==> config.mk <==
export PLATFORM = sky130hd
export DESIGN_NAME = la_capture_engine
export DESIGN_NICKNAME = d
export VERILOG_FILES = /design/src/rtl/la_pkg.sv /design/src/rtl/la_sample_ram.sv /design/src/rtl/la_capture_engine.sv
export SDC_FILE = /design/constraint.sdc
export NUM_CORES = 1
export LEC_CHECK = 0
export CELL_PAD_IN_SITES_DETAIL_PLACEMENT = 1
export CELL_PAD_IN_SITES_GLOBAL_PLACEMENT = 1
export CORE_ASPECT_RATIO = 0.8
export CORE_MARGIN = 4
export CORE_UTILIZATION = 52
export CTS_BUF_LIST = sky130_fd_sc_hd__clkbuf_2
export DETAILED_ROUTE_END_ITERATION = 10
export PLACE_DENSITY_LB_ADDON = 0.1
export SLEW_MARGIN = 15
export SYNTH_ARGS = -nofsm -noshare
export SYNTH_HDL_FRONTEND = slang
export SYNTH_SLANG_ARGS = --single-unit
export TNS_END_PERCENT = 1
==> constraint.sdc <==
create_clock -name clk -period 2.6 [get_ports clk]
set_input_delay 0.39 -clock clk [delete_from_list [all_inputs] [get_ports clk]]
set_output_delay 0.39 -clock clk [all_outputs]
set_load 0.02 [all_outputs]
==> src/rtl/la_pkg.sv <==
// Shared types and constants for the logic-analyzer capture engine.
package la_pkg;

    localparam int PROBE_W = 8;

    typedef enum logic [2:0] {
        ST_IDLE = 3'd0,
        ST_PRE  = 3'd1,
        ST_WAIT = 3'd2,
        ST_POST = 3'd3,
        ST_DONE = 3'd4
    } state_e;

endpackage

==> src/rtl/la_sample_ram.sv <==
// DEPTH x PROBE_W sample buffer: one write port, one registered read port.
module la_sample_ram
    import la_pkg::*;
#(
    parameter int DEPTH = 16,
    parameter int AW    = $clog2(DEPTH)
) (
    input  logic               clk,
    input  logic               rst,
    input  logic               wr_en,
    input  logic [AW-1:0]      wr_addr,
    input  logic [PROBE_W-1:0] wr_data,
    input  logic               rd_en,
    input  logic [AW-1:0]      rd_addr,
    output logic [PROBE_W-1:0] rd_data
);

    logic [PROBE_W-1:0] mem [DEPTH];

    always_ff @(posedge clk) begin
        if (wr_en) mem[wr_addr] <= wr_data;
    end

    // Only the read register is reset so readout starts from a known zero.
    always_ff @(posedge clk) begin
        if (rst)        rd_data <= '0;
        else if (rd_en) rd_data <= mem[rd_addr];
    end

endmodule

==> src/rtl/la_capture_engine.sv <==
// Pre/post-trigger capture of 8 probe channels into a circular buffer with readout.
// Optional macro LA_EDGE_TRIG_EN: trigger also needs a masked-channel transition.
//
// state | meaning
// IDLE  | no capture, waiting for arm
// PRE   | filling PRETRIG pre-trigger samples, trigger ignored
// WAIT  | circular overwrite until trigger match
// POST  | filling remaining post-trigger samples
// DONE  | record frozen, readout allowed
module la_capture_engine
    import la_pkg::*;
#(
    parameter int DEPTH   = 16,
    parameter int PRETRIG = 4
) (
    input  logic               clk,
    input  logic               rst,
    input  logic [PROBE_W-1:0] probe_in,
    input  logic               arm,
    input  logic               abort,
    input  logic [PROBE_W-1:0] trig_mask,
    input  logic [PROBE_W-1:0] trig_value,
    input  logic               rd_en,
    output logic [PROBE_W-1:0] rd_data,
    output logic               rd_valid,
    output logic               rd_last,
    output logic [2:0]         state,
    output logic               triggered,
    output logic               done
);

    localparam int AW     = $clog2(DEPTH);
    localparam int POST_N = DEPTH - PRETRIG;
    localparam logic [AW-1:0] PRE_LOAD  = AW'((PRETRIG > 0) ? PRETRIG - 1 : 0);
    localparam logic [AW-1:0] POST_LOAD = AW'((POST_N > 1) ? POST_N - 2 : 0);
    localparam logic [AW-1:0] PRE_OFS   = AW'(PRETRIG);
    localparam logic [AW-1:0] ONE       = AW'(1);
    localparam logic [AW:0]   RD_LOAD   = (AW+1)'(DEPTH);
    localparam logic [AW:0]   RD_ONE    = (AW+1)'(1);

    state_e        cur_state;
    logic [AW-1:0] wptr, tptr, rptr, cnt;
    logic [AW:0]   rd_left;
    logic          capturing, level_hit, hit, rd_fire;

    assign capturing = (cur_state == ST_PRE) || (cur_state == ST_WAIT) || (cur_state == ST_POST);
    assign level_hit = ((probe_in ^ trig_value) & trig_mask) == '0;

`ifdef LA_EDGE_TRIG_EN
    logic [PROBE_W-1:0] prev_probe;

    always_ff @(posedge clk) begin
        if (rst) prev_probe <= '0;
        else     prev_probe <= probe_in;
    end

    assign hit = level_hit && (((probe_in ^ prev_probe) & trig_mask) != '0);
`else
    assign hit = level_hit;
`endif

    // arm/abort pre-empt a pop issued in the same cycle.
    assign rd_fire = (cur_state == ST_DONE) && rd_en && (rd_left != '0) && !arm && !abort;

    la_sample_ram #(.DEPTH(DEPTH), .AW(AW)) u_ram (
        .clk     (clk),
        .rst     (rst),
        .wr_en   (capturing),
        .wr_addr (wptr),
        .wr_data (probe_in),
        .rd_en   (rd_fire),
        .rd_addr (rptr),
        .rd_data (rd_data)
    );

    always_ff @(posedge clk) begin
        if (rst) begin
            cur_state <= ST_IDLE;
            wptr      <= '0;
            tptr      <= '0;
            rptr      <= '0;
            cnt       <= '0;
            rd_left   <= '0;
            rd_valid  <= 1'b0;
            rd_last   <= 1'b0;
            triggered <= 1'b0;
            done      <= 1'b0;
        end else begin
            rd_valid <= 1'b0;
            rd_last  <= 1'b0;
            if (capturing) wptr <= wptr + ONE;

            if (abort) begin
                cur_state <= ST_IDLE;
                done      <= 1'b0;
                triggered <= 1'b0;
            end else begin
                case (cur_state)
                    ST_IDLE, ST_DONE: begin
                        if (arm) begin
                            wptr      <= '0;
                            triggered <= 1'b0;
                            done      <= 1'b0;
                            rd_left   <= '0;
                            cnt       <= PRE_LOAD;
                            cur_state <= (PRETRIG == 0) ? ST_WAIT : ST_PRE;
                        end else if (rd_fire) begin
                            rd_valid <= 1'b1;
                            rd_last  <= (rd_left == RD_ONE);
                            rd_left  <= rd_left - RD_ONE;
                            rptr     <= rptr + ONE;
                        end
                    end
                    ST_PRE: begin
                        if (cnt == '0) cur_state <= ST_WAIT;
                        else           cnt <= cnt - ONE;
                    end
                    ST_WAIT: begin
                        if (hit) begin
                            tptr      <= wptr;
                            triggered <= 1'b1;
                            if (POST_N == 1) begin
                                cur_state <= ST_DONE;
                                done      <= 1'b1;
                                rptr      <= wptr - PRE_OFS;
                                rd_left   <= RD_LOAD;
                            end else begin
                                cur_state <= ST_POST;
                                cnt       <= POST_LOAD;
                            end
                        end
                    end
                    ST_POST: begin
                        if (cnt == '0) begin
                            cur_state <= ST_DONE;
                            done      <= 1'b1;
                            rptr      <= tptr - PRE_OFS;
                            rd_left   <= RD_LOAD;
                        end else begin
                            cnt <= cnt - ONE;
                        end
                    end
                    default: cur_state <= ST_IDLE;
                endcase
            end
        end
    end

    assign state = cur_state;

endmodule

==> flow_summary.toml, run 1 <==
[grt]
grt.total_usage = 0.2310
antenna_found_initial = 0
grt_pass1_wl_um = 24480
globalRouteOverflowTotal = 0
grt_start_max_net_pins = 38
first_global_vias = 4003

[floorplan]
fp.dieH_um = 110.3
start_util = 0.5301
ios = 44
die_w_um = 135.8
coreArea_um2 = 12820
num_rows = 37
dieArea_um2 = 14980

[flow_run]
max_cap_violations = 0

[routing]
via_per_inst = 5.860
post_drt_wl_per_cell_um = 23.86
wirelength_um = 16350
drt_iter0_drc = 436
vias = 4014
detail-route-antenna-nets = 0
dr.pass1.iters = 5
drcViolationCount = 0

[cts]
cts_buffers = 17
clk_latency_ns = 0.74
cts_setup_buffers = 0
clk_pin_slew_ns = 0.22
cts_tree = "yes"
htree_levels = 4
cts_root_buffer = "clkbuf_2"
holdBufCountCts = 0
clock_sinks = 164
clock_path_buffers = 2
cts_resized = 0

[sta]
fin_crit_sh = 0.9347
fmax_mhz = 411.5
skew_ns = 0.02638
maxSlewViolCount = 0
timing.setup.tns_ns = 0
fin_crit_ns = 2.430
rsz0062_at_grt = "no"
fin_ws_ns = 0.1698
maxSlewHeadroom = 0.5681
finalSetupViolations = 0
worstMarginPinSlew_ns = 0.6455
worst_hold_slack_ns = 0.3026
final-hold-violation-count = 0

[worst_hold_path]
hold_depth = 1
min_to = "u_ram.mem[10][3]$_DFFE_PP_"
hp-start = "probe_in[3]"
hold_class = "input port to flip-flop"

[layout]
syn2layout_area_growth_pct = 15.79
diodes = 0
nets = 536
fin_area_um2 = 7871
stdcell_count = 685
fin_util = 0.6138
drive_gt1_frac = 0.2196

[power_and_ir_drop]
p_per_area_nw_per_um2 = 584.6
p_leak_nw = 2.531
ir_drop_v = 0.0003240
p_total_mw = 4.602

[synth]
synthesis.area_um2 = 6798
synth_cells = 426
synth-edff-count = 128
yosysMostFrequentCell = "edfxtp_1"
synth.area.top_cells = "edfxtp_1 (57%), dfxtp_1 (11%), mux4_2 (11%), a22oi_1 (2.2%), mux2i_1 (2.1%)"
ys_ff_latch = 164
ys_warn_count = 0
yosys_most_used_dff = "edfxtp_1"
synth_common_cells = "edfxtp_1 (128), dfxtp_1 (36), nor2_1 (35), mux4_2 (32), nand2_1 (22)"
ys_types = 55
synth_nets = 464
syn_area_per_cell_um2 = 15.96
ys_seq_area_frac = 0.6715
yosysTopAreaCell = "edfxtp_1"
async_reset_ff_frac = 0
yosysTopAreaCellShare = 0.5654

[placement]
dpl-instance-area_um2 = 7599
dp_slack_ns = 0.2258
port_buffers = 43
dp.cells = 654
gp_congestion = 0.7493
dp_hpwl_um = 11300

[worst_setup_path]
cp_slowest_stage_delay_ns = 0.69
startpoint_type = "flip-flop"
crit_slowest_cell = "clkdlybuf4s50_1"
path_cells = "clkdlybuf4s50_1"
cp.required_ns = 2.21
critical_path_class = "flip-flop to output port"
cp_top_family = "buffers and inverters"
r2r.worst_path.cells = 5
endpoint_kind = "output port"
critPathArrivalTime_ns = 2.04
r2r-end = "u_ram.mem[1][3]$_DFFE_PP_"
rr_startpoint = "state[0]$_SDFFE_PP0P_"
critPathMaxFanout = 10
r2r_setup_slack_ns = 0.52
critPathBufInv = 1

[status]
status = "finished clean"
==> registers in the layout (all words and copies together) (netlist names) <==
name           flops
cnt                4
done               1
rd_last            1
rd_left            5
rd_valid           1
rptr               4
state              3
tptr               4
triggered          1
u_ram.mem        128
u_ram.rd_data      8
wptr               4
==> area by class of cell <==
class	count	area [um^2]
sequential	164	4566
tap	175	219.0
inverter	7	26.28
clock buffer	17	85.08
multi-input combinational	233	2092
fill	1219	4952
clock inverter	14	187.7
timing repair buffer	75	695.7
==> kinds of logic after synthesis <==
family,after synthesis,share of synthesized area
fa+ha+maj,9,0.01657
simple gates,108,0.08301
compound gates,57,0.06479
mux,46,0.1266
flops,164,0.6715
xor+xnor,13,0.01675
buf+inv,29,0.02080
==> report_power, final <==
part	total [mW]	internal [mW]	switching (mW)
clock	1.50	0.622	0.880
sequential	2.85	2.84	0.0145
combinational	0.246	0.110	0.137
==> how the worst max path moves through the flow <==
| stage | from | to | cells after the start |
|---|---|---|---|
| 6_report | state[2]$_SDFFE_PP0P_ | state[2] | 1 |
| 5_1_grt | state[2]$_SDFFE_PP0P_ | state[2] | 1 |
| 4_1_cts | state[2]$_SDFFE_PP0P_ | state[2] | 1 |
| 3_5_place_dp | probe_in[1] | tptr[3]$_SDFFE_PP0P_ | 7 |
| 3_3_place_gp | probe_in[1] | tptr[3]$_SDFFE_PP0P_ | 7 |
| 2_1_floorplan | state[1]$_SDFFE_PP0P_ | u_ram.mem[3][0]$_DFFE_PP_ | 4 |
==> layer usage <==
| layer | track usage | vias to the layer above | routed length, um |
|---|---|---|---|
| met1 | 0.3351 | 2056 | 7469 |
| met2 | 0.3569 | 134 | 7722 |
| met4 | 0.06259 | 0 | 195 |
| li1 | - | 1807 | - |
| met5 | 0 | - | 0 |
| met3 | 0.05354 | 17 | 957 |
==> cell usage in the layout, fill, tap and decap left out, types with 4 or more instances in the layout <==
cell type and count:
buf_4 30, a22oi_1 20, a21oi_1 10, nor2b_1 4, bufinv_16 4, nor3_1 13
nand4_1 4, dfxtp_1 35, clkinv_4 4, ha_1 9, nand2b_1 10, nand2_1 22
mux2i_1 14, inv_1 7, edfxtp_1 128, clkdlybuf4s50_1 43, mux4_2 32, clkbuf_2 17
xor2_1 11, nor2_1 35
Power figures use the tool's default switching activity.
==> run 2, diff against run 1 <==
- SKIP_CTS_REPAIR_TIMING: default -> 1
==> results of run 2 <==
No change in the layout: final DEF, timing and power equal those of run 1.
